## config.mk

```make
export PLATFORM = sky130hd
export DESIGN_NAME = seg_scan_capture
export DESIGN_NICKNAME = d
export VERILOG_FILES = /design/src/rtl/disp_pkg.sv /design/src/rtl/seg7_decode.sv /design/src/rtl/seg_scan_capture.sv
export SDC_FILE = /design/constraint.sdc
export NUM_CORES = 1
export LEC_CHECK = 0
export ABC_AREA = 1
export CORE_MARGIN = 2
export CORE_UTILIZATION = 61
export CTS_CLUSTER_DIAMETER = 30
export CTS_CLUSTER_SIZE = 10
export DETAILED_ROUTE_END_ITERATION = 7
export PLACE_DENSITY_LB_ADDON = 0.12
export SYNTH_ARGS = -nofsm -noshare
export SYNTH_HDL_FRONTEND = slang
export SYNTH_SLANG_ARGS = --single-unit
export TNS_END_PERCENT = 20
```

## constraint.sdc

```tcl
create_clock -name clk_on -period 5.37 [get_ports clk_on]
set_input_delay 1.3425 -clock clk_on [delete_from_list [all_inputs] [get_ports clk_on]]
set_output_delay 1.3425 -clock clk_on [all_outputs]
set_load 0.05 [all_outputs]
```

## src/rtl/disp_pkg.sv

```systemverilog
// Shared display constants: segment patterns, widths, capture FSM states.
// Used by the scan capture monitor and the CPU's display encoder.
package disp_pkg;

  localparam int NIB_W   = 4;
  localparam int SEG_W   = 7;
  localparam int CODE_W  = 8;
  localparam int WHICH_W = 3;

  localparam logic [SEG_W-1:0] SEG_0 = 7'h40;
  localparam logic [SEG_W-1:0] SEG_1 = 7'h79;
  localparam logic [SEG_W-1:0] SEG_2 = 7'h24;
  localparam logic [SEG_W-1:0] SEG_3 = 7'h30;
  localparam logic [SEG_W-1:0] SEG_4 = 7'h19;
  localparam logic [SEG_W-1:0] SEG_5 = 7'h12;
  localparam logic [SEG_W-1:0] SEG_6 = 7'h02;
  localparam logic [SEG_W-1:0] SEG_7 = 7'h78;
  localparam logic [SEG_W-1:0] SEG_8 = 7'h00;
  localparam logic [SEG_W-1:0] SEG_9 = 7'h10;
  localparam logic [SEG_W-1:0] SEG_A = 7'h08;
  localparam logic [SEG_W-1:0] SEG_B = 7'h03;
  localparam logic [SEG_W-1:0] SEG_C = 7'h46;
  localparam logic [SEG_W-1:0] SEG_D = 7'h21;
  localparam logic [SEG_W-1:0] SEG_E = 7'h06;
  localparam logic [SEG_W-1:0] SEG_F = 7'h0E;

  typedef enum logic {
    IDLE,
    COLLECT
  } cap_state_t;

endpackage

```

## src/rtl/seg7_decode.sv

```systemverilog
// Active-low 7-segment pattern to hex nibble.
// valid is low for any pattern that is not one of the 16 digits.
module seg7_decode
  import disp_pkg::*;
(
  input  logic [SEG_W-1:0] seg,
  output logic [NIB_W-1:0] nib,
  output logic             valid
);

  // Match the pattern against the digit table
  always_comb begin
    nib   = '0;
    valid = 1'b1;
    unique case (1'b1)
      (seg == SEG_0): nib = 4'h0;
      (seg == SEG_1): nib = 4'h1;
      (seg == SEG_2): nib = 4'h2;
      (seg == SEG_3): nib = 4'h3;
      (seg == SEG_4): nib = 4'h4;
      (seg == SEG_5): nib = 4'h5;
      (seg == SEG_6): nib = 4'h6;
      (seg == SEG_7): nib = 4'h7;
      (seg == SEG_8): nib = 4'h8;
      (seg == SEG_9): nib = 4'h9;
      (seg == SEG_A): nib = 4'hA;
      (seg == SEG_B): nib = 4'hB;
      (seg == SEG_C): nib = 4'hC;
      (seg == SEG_D): nib = 4'hD;
      (seg == SEG_E): nib = 4'hE;
      (seg == SEG_F): nib = 4'hF;
      default:        valid = 1'b0;
    endcase
  end

endmodule

```

## src/rtl/seg_scan_capture.sv

```systemverilog
// Scanned 7-segment capture: debounce, decode, reassemble displayed value.
// SEG_CAPTURE_DP_EN adds dp_bits (decimal points, 1 = lit).
module seg_scan_capture
  import disp_pkg::*;
#(
  parameter int NUM_DIGITS = 8,
  parameter int STABLE_CNT = 2,
  parameter int TIMEOUT    = 64
) (
  input  logic                        clk_on,
  input  logic                        rst,
  input  logic                        enable,
  input  logic [WHICH_W-1:0]          which,
  input  logic [CODE_W-1:0]           code,
  output logic [NIB_W*NUM_DIGITS-1:0] value,
  output logic                        value_valid,
  output logic                        frame_done,
  output logic                        changed,
  output logic                        timeout,
  output logic                        bad_code,
  output logic [NUM_DIGITS-1:0]       digit_mask
`ifdef SEG_CAPTURE_DP_EN
  ,
  output logic [NUM_DIGITS-1:0]       dp_bits
`endif
);

  localparam int VW = NIB_W * NUM_DIGITS;
  localparam int TW = (TIMEOUT > 1) ? $clog2(TIMEOUT) : 1;
  localparam logic [3:0]    SC    = 4'(STABLE_CNT);
  localparam logic [TW-1:0] TLAST = TW'(TIMEOUT - 1);

  logic [WHICH_W+CODE_W-1:0] pair;
  logic [WHICH_W+CODE_W-1:0] last_q;
  logic [3:0]                cnt_q;
  logic [3:0]                cnt_d;
  logic                      acc;
  logic                      in_rng;
  logic                      take;
  logic                      bad_hit;
  logic                      full;
  logic                      dp_diff;
  logic [NIB_W-1:0]          nib;
  logic                      nib_ok;

  cap_state_t                state_q;
  cap_state_t                state_d;
  logic [TW-1:0]             tcnt_q;
  logic [TW-1:0]             tcnt_d;
  logic [VW-1:0]             shadow_q;
  logic [VW-1:0]             shadow_d;
  logic [VW-1:0]             value_d;
  logic [NUM_DIGITS-1:0]     mask_acc;
  logic [NUM_DIGITS-1:0]     mask_d;
  logic                      vv_d;
  logic                      done_d;
  logic                      chg_d;
  logic                      tmo_d;
  logic                      bad_d;

  seg7_decode u_dec (
    .seg   (code[SEG_W-1:0]),
    .nib   (nib),
    .valid (nib_ok)
  );

  // Stability filter: one accept per stable hold of {which,code}
  always_comb begin
    pair  = {which, code};
    cnt_d = cnt_q;
    acc   = 1'b0;
    if (!enable) begin
      cnt_d = '0;
    end else if (pair != last_q) begin
      cnt_d = 4'd1;
      acc   = (SC == 4'd1);
    end else if (cnt_q < SC) begin
      cnt_d = cnt_q + 4'd1;
      acc   = (cnt_d == SC);
    end
  end

  assign in_rng  = (int'(which) < NUM_DIGITS);
  assign take    = acc && in_rng && nib_ok;
  assign bad_hit = acc && in_rng && !nib_ok;

`ifdef SEG_CAPTURE_DP_EN
  logic [NUM_DIGITS-1:0] dps_q;
  logic [NUM_DIGITS-1:0] dps_d;
  logic [NUM_DIGITS-1:0] dpb_d;

  // Decimal points follow the digit they were shown with
  always_comb begin
    dps_d = dps_q;
    if (take) begin
      dps_d[which] = ~code[CODE_W-1];
    end
    dpb_d   = full ? dps_d : dp_bits;
    dp_diff = (dps_d != dp_bits);
  end

  // Decimal point state registers
  always_ff @(posedge clk_on) begin
    if (rst) begin
      dps_q   <= '0;
      dp_bits <= '0;
    end else begin
      dps_q   <= dps_d;
      dp_bits <= dpb_d;
    end
  end
`else
  assign dp_diff = 1'b0;
`endif

  // Merge an accepted digit into the shadow frame
  always_comb begin
    mask_acc = digit_mask;
    shadow_d = shadow_q;
    if (take) begin
      mask_acc[which]                = 1'b1;
      shadow_d[NIB_W*which +: NIB_W] = nib;
    end
  end

  assign full = take && (&mask_acc);

  // Frame FSM: completion wins over timeout
  always_comb begin
    state_d = state_q;
    tcnt_d  = tcnt_q;
    mask_d  = mask_acc;
    value_d = value;
    vv_d    = value_valid;
    done_d  = 1'b0;
    chg_d   = 1'b0;
    tmo_d   = 1'b0;
    bad_d   = bad_code | bad_hit;
    if (full) begin
      value_d = shadow_d;
      done_d  = 1'b1;
      chg_d   = (shadow_d != value) || dp_diff || !value_valid;
      vv_d    = 1'b1;
      mask_d  = '0;
      state_d = IDLE;
    end else begin
      unique case (state_q)
        IDLE: begin
          if (take) begin
            state_d = COLLECT;
            tcnt_d  = '0;
          end
        end
        COLLECT: begin
          if (tcnt_q == TLAST) begin
            mask_d  = '0;
            tmo_d   = 1'b1;
            state_d = IDLE;
          end else begin
            tcnt_d = tcnt_q + TW'(1);
          end
        end
      endcase
    end
  end

  // Filter state registers
  always_ff @(posedge clk_on) begin
    if (rst) begin
      last_q <= '0;
      cnt_q  <= '0;
    end else begin
      if (enable) begin
        last_q <= pair;
      end
      cnt_q <= cnt_d;
    end
  end

  // Frame state and output registers
  always_ff @(posedge clk_on) begin
    if (rst) begin
      state_q     <= IDLE;
      tcnt_q      <= '0;
      shadow_q    <= '0;
      digit_mask  <= '0;
      value       <= '0;
      value_valid <= 1'b0;
      frame_done  <= 1'b0;
      changed     <= 1'b0;
      timeout     <= 1'b0;
      bad_code    <= 1'b0;
    end else begin
      state_q     <= state_d;
      tcnt_q      <= tcnt_d;
      shadow_q    <= shadow_d;
      digit_mask  <= mask_d;
      value       <= value_d;
      value_valid <= vv_d;
      frame_done  <= done_d;
      changed     <= chg_d;
      timeout     <= tmo_d;
      bad_code    <= bad_d;
    end
  end

endmodule

```

After elaboration in Yosys (flattened, before gate mapping)
Cells that the tools add are included.
Storage, ports and cells
  logic and storage cells: 86
  bits in registers: 99
  output and inout port bits: 45
Operators by class
  bitwise gates (word level): 5
  shift-type cells: 2
  order comparisons: 3
  mux-type cells: 22
  equality and inequality tests: 21
  reduce and logical (&&, ||, !) cells: 17
  add/sub/neg operators: 3
Operators by type and width (number)
  $pmux W4 S15: 1
  $neg A5 Y34: 1
  $shift A4 B34 Y32 const A: 1
  $shiftx A4 B34 Y32: 1
  $bwmux W32: 1
  $mux W32: 1
  $ne A32 B32 Y1: 1
  $eq A7 B7 Y1 const B: 4
  $mux W8: 3
  $eq A7 B5 Y1 const B: 3
  $eq A7 B6 Y1 const B: 3
  $reduce_or A16 Y1: 1
  $eq A7 B2 Y1 const B: 2
  $eq A7 B4 Y1 const B: 2
  $mux W6: 2
  $pmux W6 S2: 1
  $mux W1: 11
  $ne A11 B11 Y1: 1
  $or A8 B8 Y8: 1
  $reduce_and A8 Y1: 1
  $eq A7 B3 Y1 const B: 1
  $logic_not A7 Y1: 1
  $add A6 B1 Y6 const B: 1
  $eq A6 B6 Y1 const B: 1
  17 further kinds: 27

Logic depth before layout (Yosys ltp)
Gate-level depths: netlist of the first run.
  word-level depth: 11
  depth in mapped cells: 21
  gate-level depth less buffers: 20

By module
A second synthesis of the first run with hierarchy kept.
Unflattened totals
  cell total of the unflattened synthesis: 903
  area, all modules: 5686.7 um^2
By module, submodules not included
  seg_scan_capture: area an instance 5301.3 um^2, sequential area each 1981.9 um^2, instances 1, cells each 822
  seg7_decode: area an instance 385.4 um^2, sequential area each 0.0 um^2, instances 1, cells each 81

Worst setup path before layout of the first run
Ideal clock, no wire load.
  kind: input to register
  from: input which[0]
  to: register changed
  stages on the path: 20
  data required time: 5.256 ns
  slack: 1.768 ns
  data arrival time: 3.487 ns
  path buffers: 1
  cell sequence: buf_4 > inv_6 > ha_1 > ha_1 > nor2_1 > inv_1 > nor3_1 > inv_1 > nor2_1 > nand3_1 > nand2_1 > o21ai_1 > nand2_1 > nand2_1 > nor2_1 > nand2_1 > nor2_1 > nand2_1 > nor2_1 > nor2_1
Between the ends
  cells in the longest elaborated chain, start to end: 10
  elaborated cells on any way between the ends: 22
Ends and longest elaborated chain
  start: declaration: RTL line seg_scan_capture.sv:13  | input logic [WHICH_W-1:0] which,
  parallel branches: the longest is 10 deep, another holds $neg A5 Y34
  end signal: assignment: RTL line seg_scan_capture.sv:201  | changed <= chg_d;
  end: declaration: RTL line seg_scan_capture.sv:18  | output logic changed,
Several ways; the timed one is not identified.
A chain may end at the register's enable or synchronous reset.

Worst setup path after layout of the first run
Ends and elaborated chain as after synthesis.

==> flow_summary.html, run 1 <==
<table>
<tr><th>Metric</th><th>Value</th></tr>
<tr><th colspan="2">Yosys</th></tr>
<tr><td>Sequential-to-total area share from yosys stat</td><td>0.363</td></tr>
<tr><td>Cell count after synthesis</td><td>809</td></tr>
<tr><td>Prevailing post-synth register cell</td><td>sky130_fd_sc_hd__dfxtp_1</td></tr>
<tr><td>Avg Inst Size Synth</td><td>6.75 um2</td></tr>
<tr><td>Synthesized netlist net count</td><td>just over 800</td></tr>
<tr><td>Number of synthesized flops with an enable pin</td><td>0</td></tr>
<tr><td>Area of the mapped netlist</td><td>5460 um2</td></tr>
<tr><td>Async SR Flop Fraction</td><td>0</td></tr>
<tr><td>Count of unique library cells instantiated by Yosys</td><td>40</td></tr>
<tr><td>Count of state elements after synthesis</td><td>99</td></tr>
<tr><td>Total of warnings raised by yosys</td><td>0</td></tr>
<tr><th colspan="2">Setup path</th></tr>
<tr><td>Type of the worst setup path</td><td>input port to flop</td></tr>
<tr><td>Cell at the slowest stage of the critical path</td><td>sky130_fd_sc_hd__clkdlybuf4s50_1</td></tr>
<tr><td>CP bufs+invs</td><td>3</td></tr>
<tr><td>Maximum cell stage delay along the critical path</td><td>between 0.7 and 0.8 ns</td></tr>
<tr><td>Largest fanout on the critical path</td><td>16</td></tr>
<tr><td>Slack of the worst reg-to-reg path</td><td>roughly 2.4 ns</td></tr>
<tr><td>Source of the worst register-to-register timing path</td><td>cnt_q[0]$_SDFFE_PP0P_</td></tr>
<tr><td>Cell family with the largest share of critical-path delay</td><td>simple AND/OR/NAND/NOR gates</td></tr>
<tr><td>CP Cell Sequence</td><td>clkdlybuf4s50_1 &gt; inv_6 &gt; ha_1 &gt; ha_1 &gt; clkinv_1 &gt; nor3_1 &gt; nand4_2 &gt; o21ai_1 &gt; nand2_1 &gt; nand2_1 &gt; nand2_1 &gt; nor2_1 &gt; nand2_1 &gt; nor2_1 &gt; nor2_1</td></tr>
<tr><td>Required time of the worst setup path</td><td>5.60 ns</td></tr>
<tr><td>Critical path's most frequent cell</td><td>sky130_fd_sc_hd__nand2_1</td></tr>
<tr><td>Category of the worst setup path capture point</td><td>flop</td></tr>
<tr><td>Critical Path Source Type</td><td>input port</td></tr>
<tr><td>Arrival @ worst endpoint</td><td>around 4.7 ns</td></tr>
<tr><td>Critical register-to-register path endpoint</td><td>value[29]$_SDFFE_PP0P_</td></tr>
<tr><td>Crit path capture</td><td>changed$_SDFF_PP0_</td></tr>
<tr><td>Path depth of the worst reg2reg path</td><td>11</td></tr>
<tr><td>Number of cells on the critical path</td><td>15</td></tr>
<tr><td>Critical Path Source</td><td>which[0]</td></tr>
<tr><th colspan="2">Timing</th></tr>
<tr><td>Setup TNS after final layout</td><td>0 ns</td></tr>
<tr><td>Pin slew with the least headroom to its limit</td><td>around 0.68 ns</td></tr>
<tr><td>Peak clock frequency supported by timing</td><td>0.222 GHz</td></tr>
<tr><td>Clock Skew</td><td>0.0106 ns</td></tr>
<tr><td>Setup violators final</td><td>0</td></tr>
<tr><td>Total count of hold-check failures in the final report</td><td>0</td></tr>
<tr><td>Max_slew headroom</td><td>0.542</td></tr>
<tr><td>Final cycle utilization of the critical path</td><td>0.838</td></tr>
<tr><td>Final critical delay including setup and external delays</td><td>4.50 ns</td></tr>
<tr><td>RSZ-0062 raised after global routing</td><td>false</td></tr>
<tr><td>Number of max-slew violations in the final report</td><td>0</td></tr>
<tr><th colspan="2">Floorplanning</th></tr>
<tr><td>Number of rows created at floorplan</td><td>34</td></tr>
<tr><td>Die Footprint</td><td>9730 um2</td></tr>
<tr><td>Die height</td><td>98.6 um</td></tr>
<tr><td>Starting density of the core</td><td>0.626</td></tr>
<tr><td>Core box area</td><td>8720 um2</td></tr>
<tr><td>Ports placed on the boundary</td><td>59</td></tr>
<tr><td>Die width</td><td>98.6 um</td></tr>
<tr><th colspan="2">Pwr</th></tr>
<tr><td>Peak supply drop</td><td>about 0.19 mV</td></tr>
<tr><td>Cell Pwr Density</td><td>between 200 and 250 nW/um2</td></tr>
<tr><td>Total leakage power</td><td>0.00268 uW</td></tr>
<tr><th colspan="2">Clocking</th></tr>
<tr><td>Number of gates given a new drive strength after cts</td><td>0</td></tr>
<tr><td>Clock-pin transition on the worst setup and hold timing paths</td><td>0.09 ns</td></tr>
<tr><td>CTS sink count</td><td>99</td></tr>
<tr><td>Hold-fix buffers at CTS</td><td>0</td></tr>
<tr><td>CTS Buffer Depth</td><td>2</td></tr>
<tr><td>Clock tree from TritonCTS</td><td>done</td></tr>
<tr><td>Number of clock buffers inserted by TritonCTS</td><td>9</td></tr>
<tr><td>H-Tree Depth</td><td>3</td></tr>
<tr><td>Clock latency reported for the late side of the worst-skew pair</td><td>0.36 ns</td></tr>
<tr><td>Root Driver</td><td>sky130_fd_sc_hd__clkbuf_8</td></tr>
<tr><td>Number of buffers inserted to repair setup after CTS</td><td>0</td></tr>
<tr><th colspan="2">Finish</th></tr>
<tr><td>Core utilization of the finished layout</td><td>0.722</td></tr>
<tr><td>Layout cell share with drive strength beyond 1</td><td>0.0979</td></tr>
<tr><td>Nets</td><td>883</td></tr>
<tr><td>Area growth, synth to finish</td><td>15.3%</td></tr>
<tr><td>Ant diodes</td><td>0</td></tr>
<tr><th colspan="2">Global route</th></tr>
<tr><td>Congestion Overflow GR</td><td>0</td></tr>
<tr><td>Initial antenna violation count</td><td>0</td></tr>
<tr><td>Wire length of the first global-routing pass</td><td>23600 um</td></tr>
<tr><td>Number of global-route vias before repair</td><td>5230</td></tr>
<tr><td>Overall track demand over capacity in global routing</td><td>0.294</td></tr>
<tr><td>Pin count of the biggest net entering global routing</td><td>42</td></tr>
<tr><th colspan="2">Drt</th></tr>
<tr><td>Number of iterations in the first detailed-routing pass</td><td>5</td></tr>
<tr><td>Total Wirelength</td><td>13700 um</td></tr>
<tr><td>Drt via density</td><td>5.45</td></tr>
<tr><td>Vias post-DR</td><td>5321</td></tr>
<tr><td>Drt first-iter violations</td><td>~400</td></tr>
<tr><td>Residual antenna-violating net count after detailed routing</td><td>0</td></tr>
<tr><td>Remaining DRCs</td><td>0</td></tr>
<tr><td>Wirelength per Cell</td><td>14.1 um</td></tr>
<tr><th colspan="2">Placement</th></tr>
<tr><td>Total half-perimeter wirelength after legalization and detailed placement</td><td>roughly 10000 um</td></tr>
<tr><td>Buffers on Ports</td><td>58</td></tr>
<tr><td>Placer Congestion</td><td>about 0.92</td></tr>
<tr><th colspan="2">Min path</th></tr>
<tr><td>Type of the most critical hold path</td><td>flop to flop</td></tr>
<tr><td>Start point of the worst hold path</td><td>cnt_q[3]$_SDFFE_PP0N_</td></tr>
<tr><td>Count of cells along the worst hold path</td><td>2</td></tr>
<tr><th colspan="2">Run</th></tr>
<tr><td>Reported max-cap violation count</td><td>0</td></tr>
<tr><th colspan="2">Status</th></tr>
<tr><td>Result of the run</td><td>finished, final reports clean</td></tr>
</table>
==> tightest hold or removal path, delay by kind of cell, from the launching register on <==
family | cells | cell delay, ns
simple gates | 1 | 0.04
buf+inv | 1 | 0.07
flops | 1 | 0.32
==> cell usage in the layout (no fill, tap or decap), types with 4 or more instances in the layout <==
| cell type | netlist | layout |
|---|---|---|
| sky130_fd_sc_hd__ha_1 | 5 | 5 |
| sky130_fd_sc_hd__inv_1 | 102 | 102 |
| sky130_fd_sc_hd__o21ai_0 | 13 | 13 |
| sky130_fd_sc_hd__o22ai_2 | 27 | 27 |
| sky130_fd_sc_hd__nor2_1 | 104 | 104 |
| sky130_fd_sc_hd__nor2_2 | 7 | 7 |
| sky130_fd_sc_hd__a21oi_1 | 17 | 17 |
| sky130_fd_sc_hd__nand3_1 | 82 | 82 |
| sky130_fd_sc_hd__xnor2_1 | 5 | 5 |
| sky130_fd_sc_hd__buf_4 | 3 | 7 |
| sky130_fd_sc_hd__nor3b_1 | 4 | 4 |
| sky130_fd_sc_hd__o22ai_1 | 5 | 5 |
| sky130_fd_sc_hd__nand4_1 | 17 | 17 |
| sky130_fd_sc_hd__nand2_1 | 235 | 235 |
| sky130_fd_sc_hd__clkdlybuf4s50_1 | 0 | 58 |
| sky130_fd_sc_hd__o21bai_1 | 6 | 6 |
| sky130_fd_sc_hd__clkbuf_8 | 0 | 9 |
| sky130_fd_sc_hd__nor3_1 | 12 | 12 |
| sky130_fd_sc_hd__clkinv_1 | 4 | 4 |
| sky130_fd_sc_hd__dfxtp_1 | 99 | 99 |
| sky130_fd_sc_hd__inv_2 | 13 | 13 |
==> final cells by class <==
type,instances,area [um2]
clock buffers,10,128
clock inverters,5,86.3
well taps,108,135
inverters,120,455
multi-input cells,569,2880
flip-flops and latches,99,1980
fillers,748,2420
repair buffers,65,633
==> state kept, by name, summed over array words and instances, names as in the netlist, 4 cells and up <==
name,flops
value,32
cnt_q,4
digit_mask,8
last_q,11
tcnt_q,6
shadow_q,32
==> through the flow <==
stage / power, uW / instances / hold slack (ns) / setup WS, ns / area, um2
finish: 1380 / 976 / 0.463 / 0.870 / 6300
global route: 1420 / 976 / 0.496 / 0.575 / 6300
CTS: 1390 / 976 / 0.463 / 0.972 / 6300
detailed placement: 867 / 961 / 0.450 / 0.614 / 6090
global placement: 863 / 961 / 0.439 / 0.788 / 6090
floorplan: 834 / 809 / 0.431 / 1.77 / 5460
==> synth_stat cells, types with 3 or more instances <==
library cell | n | area (um2)
sky130_fd_sc_hd__xnor2_1 | 5 | 43.8
sky130_fd_sc_hd__buf_6 | 7 | 78.8
sky130_fd_sc_hd__a21oi_1 | 17 | 85.1
sky130_fd_sc_hd__inv_1 | 102 | 383
sky130_fd_sc_hd__clkbuf_1 | 10 | 37.5
sky130_fd_sc_hd__o21ai_1 | 3 | 15.0
sky130_fd_sc_hd__xor2_1 | 3 | 26.3
sky130_fd_sc_hd__o21ai_0 | 13 | 65.1
sky130_fd_sc_hd__clkinv_1 | 4 | 15.0
sky130_fd_sc_hd__nor2_1 | 104 | 390
sky130_fd_sc_hd__nor2_2 | 7 | 43.8
sky130_fd_sc_hd__o21bai_1 | 6 | 45.0
sky130_fd_sc_hd__nor3b_1 | 4 | 30.0
sky130_fd_sc_hd__ha_1 | 5 | 62.6
sky130_fd_sc_hd__dfxtp_1 | 99 | 1980
sky130_fd_sc_hd__buf_4 | 3 | 22.5
sky130_fd_sc_hd__nand3_2 | 3 | 30.0
sky130_fd_sc_hd__nand3_1 | 82 | 410
sky130_fd_sc_hd__o211ai_1 | 3 | 22.5
sky130_fd_sc_hd__nor3_1 | 12 | 60.1
sky130_fd_sc_hd__o22ai_2 | 27 | 338
sky130_fd_sc_hd__nand2_1 | 235 | 882
sky130_fd_sc_hd__inv_2 | 13 | 48.8
sky130_fd_sc_hd__o22ai_1 | 5 | 31.3
sky130_fd_sc_hd__nand4_1 | 17 | 106
==> per-layer routing <==
layer	global-route usage	share of wire
met1	0.378	0.45
met2	0.506	0.48
met3	0.0518	0.051
met4	0.0906	0.019
met5	0	0
==> power by group <==
part / total [uW] / switching, uW / internal (uW)
Sequential: 744 / 4.15 / 740
Clock: 529 / 265 / 264
Combinational: 107 / 73.4 / 33.8
Total: 1380 / 343 / 1040
==> how the worst min path moves through the flow <==
| stage | end | slack [ns] |
|---|---|---|
| floorplan | cnt_q[3]$_SDFFE_PP0N_ | 0.43 |
| global placement | cnt_q[3]$_SDFFE_PP0N_ | 0.44 |
| detailed placement | cnt_q[3]$_SDFFE_PP0N_ | 0.45 |
| CTS | cnt_q[3]$_SDFFE_PP0N_ | 0.46 |
| global route | tcnt_q[4]$_SDFFE_PP0P_ | 0.50 |
| finish | cnt_q[3]$_SDFFE_PP0N_ | 0.46 |
==> logic make-up (layout without fill, tap and decap cells) <==
logic type                 Yosys count  count (layout)  share of synthesized area
buffers and inverters              141             200                      0.110
DFF                                 99              99                      0.363
AOI/OAI and AO/OA                   77              77                      0.115
adders and majority gates            5               5                     0.0115
xor gates and xnor gates             8               8                     0.0128
and+or+nand+nor                    479             479                      0.388
(Power assumes the default switching activity.)
==> run 2, diff against run 1 <==
--- a/config.mk
+++ b/config.mk
@@ -7,7 +7,7 @@
 export LEC_CHECK = 0
 export ABC_AREA = 1
 export CORE_MARGIN = 2
-export CORE_UTILIZATION = 61
+export CORE_UTILIZATION = 51
 export CTS_CLUSTER_DIAMETER = 30
 export CTS_CLUSTER_SIZE = 10
 export DETAILED_ROUTE_END_ITERATION = 7
==> constraint.sdc (replaced) <==
create_clock -name clk_on -period 3.9 [get_ports clk_on]
set_input_delay 0.975 -clock clk_on [delete_from_list [all_inputs] [get_ports clk_on]]
set_output_delay 0.975 -clock clk_on [all_outputs]
set_load 0.05 [all_outputs]
==> run 2 against run 1 <==
The flow now finishes with violations (DRC); via count grew 0.96%; sequential cell count is the same; combinational power is 54% higher; worst setup slack lost 0.52 ns; global-route usage is 4.9 points lower; utilization is 9.1 points lower; clock power is 29% higher; design area grew 3.9%; total power is 36% higher; cell count grew 5.3%; routed wire length grew 0.15%; largest power group unchanged; highest routed layer unchanged.
==> flow_summary.html, run 2 (synthesized netlist as in run 1, its figures left out) <==
<table>
<tr><th>Metric</th><th>Value</th></tr>
<tr><th colspan="2">Status</th></tr>
<tr><td>Result of the run</td><td>finished with violations (was finished, final reports clean)</td></tr>
<tr><td>Violations in the final reports</td><td>DRC</td></tr>
<tr><th colspan="2">Floorplanning</th></tr>
<tr><td>Starting density of the core</td><td>0.527 (was 0.626)</td></tr>
<tr><td>Number of rows created at floorplan</td><td>37 (was 34)</td></tr>
<tr><td>Die Footprint</td><td>11600 um2 (was 9730 um2)</td></tr>
<tr><td>Core box area</td><td>10400 um2 (was 8720 um2)</td></tr>
<tr><td>Die width</td><td>107 um (was 98.6 um)</td></tr>
<tr><td>Ports placed on the boundary</td><td>59 (unchanged)</td></tr>
<tr><td>Die height</td><td>107 um (was 98.6 um)</td></tr>
<tr><th colspan="2">Clocking</th></tr>
<tr><td>CTS Buffer Depth</td><td>2 (unchanged)</td></tr>
<tr><td>Number of buffers inserted to repair setup after CTS</td><td>0 (unchanged)</td></tr>
<tr><td>Clock latency reported for the late side of the worst-skew pair</td><td>0.36 ns (about the same)</td></tr>
<tr><td>Clock-pin transition on the worst setup and hold timing paths</td><td>0.09 ns (about the same)</td></tr>
<tr><td>CTS sink count</td><td>99 (unchanged)</td></tr>
<tr><td>H-Tree Depth</td><td>3 (unchanged)</td></tr>
<tr><td>Hold-fix buffers at CTS</td><td>0 (unchanged)</td></tr>
<tr><td>Clock tree from TritonCTS</td><td>done (unchanged)</td></tr>
<tr><td>Number of gates given a new drive strength after cts</td><td>0 (unchanged)</td></tr>
<tr><td>Number of clock buffers inserted by TritonCTS</td><td>9 (unchanged)</td></tr>
<tr><td>Root Driver</td><td>sky130_fd_sc_hd__clkbuf_8 (unchanged)</td></tr>
<tr><th colspan="2">Run</th></tr>
<tr><td>Reported max-cap violation count</td><td>0 (unchanged)</td></tr>
<tr><th colspan="2">Finish</th></tr>
<tr><td>Area growth, synth to finish</td><td>19.9% (was 15.3%)</td></tr>
<tr><td>Combined area of the multi-input logic cells</td><td>2890 um2 (was 2880 um2)</td></tr>
<tr><td>Ant diodes</td><td>0 (unchanged)</td></tr>
<tr><td>Sequential cell area in the final layout</td><td>1980 um2 (unchanged)</td></tr>
<tr><td>Nets</td><td>907 (was 883)</td></tr>
<tr><td>Biggest registers after layout</td><td>shadow_q: 32 flops, value: 32 flops, last_q: 11 flops (unchanged)</td></tr>
<tr><td>Commonest cells after routing, fill and taps aside</td><td>sky130_fd_sc_hd__nand2_1 (235), sky130_fd_sc_hd__nor2_1 (104), sky130_fd_sc_hd__inv_1 (102) (unchanged)</td></tr>
<tr><td>Layout cell share with drive strength beyond 1</td><td>0.123 (was 0.0979)</td></tr>
<tr><td>Layout fillers</td><td>972 (was 748)</td></tr>
<tr><td>Final standard cell count with taps included and fillers excluded</td><td>1028 (was 976)</td></tr>
<tr><td>Most common cell after layout, fill and taps aside</td><td>sky130_fd_sc_hd__nand2_1 (unchanged)</td></tr>
<tr><th colspan="2">Global route</th></tr>
<tr><td>Wire length of the first global-routing pass</td><td>22700 um (was 23600 um)</td></tr>
<tr><td>Congestion Overflow GR</td><td>0 (unchanged)</td></tr>
<tr><td>Number of global-route vias before repair</td><td>5076 (was 5230)</td></tr>
<tr><td>Overall track demand over capacity in global routing</td><td>0.245 (was 0.294)</td></tr>
<tr><td>Initial antenna violation count</td><td>0 (unchanged)</td></tr>
<tr><td>Pin count of the biggest net entering global routing</td><td>41 (was 42)</td></tr>
<tr><th colspan="2">Timing</th></tr>
<tr><td>Setup violators final</td><td>0 (unchanged)</td></tr>
<tr><td>Total count of hold-check failures in the final report</td><td>0 (unchanged)</td></tr>
<tr><td>Final cycle utilization of the critical path</td><td>0.911</td></tr>
<tr><td>Number of max-slew violations in the final report</td><td>0 (unchanged)</td></tr>
<tr><td>RSZ-0062 raised after global routing</td><td>false (unchanged)</td></tr>
<tr><td>Clock Skew</td><td>0.00900 ns (was 0.0106 ns)</td></tr>
<tr><td>Hold WS</td><td>0.473 ns (was 0.463 ns)</td></tr>
<tr><td>Pin slew with the least headroom to its limit</td><td>0.570 ns (was 0.685 ns)</td></tr>
<tr><td>Max_slew headroom</td><td>0.620 (was 0.542)</td></tr>
<tr><td>Final critical delay including setup and external delays</td><td>3.55 ns</td></tr>
<tr><td>Peak clock frequency supported by timing</td><td>between 0.2 and 0.3 GHz</td></tr>
<tr><th colspan="2">Drt</th></tr>
<tr><td>Remaining DRCs</td><td>1 (was 0)</td></tr>
<tr><td>Vias post-DR</td><td>5372 (was 5321)</td></tr>
<tr><td>Wirelength per Cell</td><td>13.4 um (was 14.1 um)</td></tr>
<tr><td>Drt first-iter violations</td><td>356 (was 390)</td></tr>
<tr><td>Number of iterations in the first detailed-routing pass</td><td>8 (was 5)</td></tr>
<tr><td>Drt via density</td><td>5.23 (was 5.45)</td></tr>
<tr><td>Residual antenna-violating net count after detailed routing</td><td>0 (unchanged)</td></tr>
<tr><td>Total Wirelength</td><td>13700 um (about the same)</td></tr>
<tr><th colspan="2">Setup path</th></tr>
<tr><td>Required time of the worst setup path</td><td>4.15 ns (was 5.60 ns)</td></tr>
<tr><td>Critical Path Source Type</td><td>input port (unchanged)</td></tr>
<tr><td>Arrival @ worst endpoint</td><td>3.81 ns (was 4.73 ns)</td></tr>
<tr><td>Type of the worst setup path</td><td>input port to flop (unchanged)</td></tr>
<tr><td>Path depth of the worst reg2reg path</td><td>13 (was 11)</td></tr>
<tr><td>Largest fanout on the critical path</td><td>6 (was 16)</td></tr>
<tr><td>Slack of the worst reg-to-reg path</td><td>1.05 ns (was 2.40 ns)</td></tr>
<tr><td>Category of the worst setup path capture point</td><td>flop (unchanged)</td></tr>
<tr><th colspan="2">Placement</th></tr>
<tr><td>Buffers on Ports</td><td>58 (unchanged)</td></tr>
<tr><td>Total half-perimeter wirelength after legalization and detailed placement</td><td>10100 um (was 10000 um)</td></tr>
<tr><td>Placer Congestion</td><td>0.877 (was 0.919)</td></tr>
<tr><td>Total placed cells including tap cells</td><td>1013 (was 961)</td></tr>
<tr><th colspan="2">Min path</th></tr>
<tr><td>Type of the most critical hold path</td><td>flop to flop (unchanged)</td></tr>
<tr><td>Count of cells along the worst hold path</td><td>2 (unchanged)</td></tr>
<tr><th colspan="2">Pwr</th></tr>
<tr><td>Cell Pwr Density</td><td>286 nW/um2 (was 219 nW/um2)</td></tr>
<tr><td>Peak supply drop</td><td>0.183 mV (was 0.194 mV)</td></tr>
<tr><td>Total power draw</td><td>1870 uW (was 1380 uW)</td></tr>
<tr><td>Total leakage power</td><td>0.00282 uW (was 0.00268 uW)</td></tr>
</table>
[run 2: cell count changes in the layout (fill, tap and decap cells not counted)]
cell | before | now
sky130_fd_sc_hd__nand3_2 | 3 | 4
sky130_fd_sc_hd__clkinv_4 | 0 | 2
sky130_fd_sc_hd__clkinvlp_4 | 2 | 0
sky130_fd_sc_hd__inv_8 | 1 | 0
sky130_fd_sc_hd__clkbuf_8 | 9 | 11
sky130_fd_sc_hd__buf_12 | 0 | 3
sky130_fd_sc_hd__buf_4 | 7 | 28
sky130_fd_sc_hd__nand3_1 | 82 | 81
sky130_fd_sc_hd__bufinv_16 | 2 | 1
[run 2: final timing paths]
| check | from | to |
|---|---|---|
| setup reg to reg | cnt_q[0]$_SDFFE_PP0P_ | value[16]$_SDFFE_PP0P_ |
| setup / recovery | which[0] | changed$_SDFF_PP0_ |
| hold / removal | cnt_q[3]$_SDFFE_PP0N_ | cnt_q[3]$_SDFFE_PP0N_ |
| hold reg to reg | cnt_q[3]$_SDFFE_PP0N_ | cnt_q[3]$_SDFFE_PP0N_ |
[run 2: layout make-up]
class                      instances  area share
sequential                        99       0.303
multi-input combinational        569       0.441
tap                              136      0.0260
clock buffer                      12      0.0237
timing repair buffer              89       0.130
inverter                         120      0.0696
clock inverter                     3     0.00726
[run 2: stage by stage]
step | utilization | cell area [um2] | setup TNS, ns | worst slack, ns
after floorplan | - | 5460 | 0 | 0.666
after global placement | 0.611 | 6340 | 0 | 0.0159
after detailed placement | 0.611 | 6340 | -0.0671 | -0.0671
after CTS | 0.631 | 6540 | 0 | 0.318
after global routing | 0.631 | 6550 | 0 | 0.0322
final | 0.631 | 6550 | 0 | 0.349
[run 2: metal layers]
| metal | wire length, um | track usage | up-vias |
|---|---|---|---|
| li1 | - | - | 2744 |
| met1 | 6410 | 0.321 | 2468 |
| met2 | 6440 | 0.413 | 138 |
| met3 | 614 | 0.0297 | 22 |
| met4 | 272 | 0.0934 | 0 |
| met5 | 0 | 0 | - |
[run 2: power by group]
part	total, uW	leakage (uW)	switching [uW]	internal [uW]
sequential	1020	0.000800	5.76	1020
clock	683	0.000103	352	331
combinational	165	0.00191	105	60.0
total	1870	0.00282	463	1410
[run 2: worst max-delay path, stage by stage]
cell	delay, ns
sky130_fd_sc_hd__clkdlybuf4s50_1	0.65
sky130_fd_sc_hd__inv_6	0.07
sky130_fd_sc_hd__ha_1	0.21
sky130_fd_sc_hd__ha_1	0.22
sky130_fd_sc_hd__nor3_1	0.19
sky130_fd_sc_hd__inv_1	0.07
sky130_fd_sc_hd__nor2_1	0.18
sky130_fd_sc_hd__nand3_1	0.23
sky130_fd_sc_hd__buf_4	0.21
sky130_fd_sc_hd__nand2_1	0.07
sky130_fd_sc_hd__nand2_1	0.10
sky130_fd_sc_hd__nand2_1	0.07
sky130_fd_sc_hd__nand2_1	0.04
sky130_fd_sc_hd__nor2_1	0.08
sky130_fd_sc_hd__nand2_1	0.06
sky130_fd_sc_hd__nor2_1	0.15
sky130_fd_sc_hd__nand2_1	0.07
sky130_fd_sc_hd__nor2_1	0.10
sky130_fd_sc_hd__nor2_1	0.04
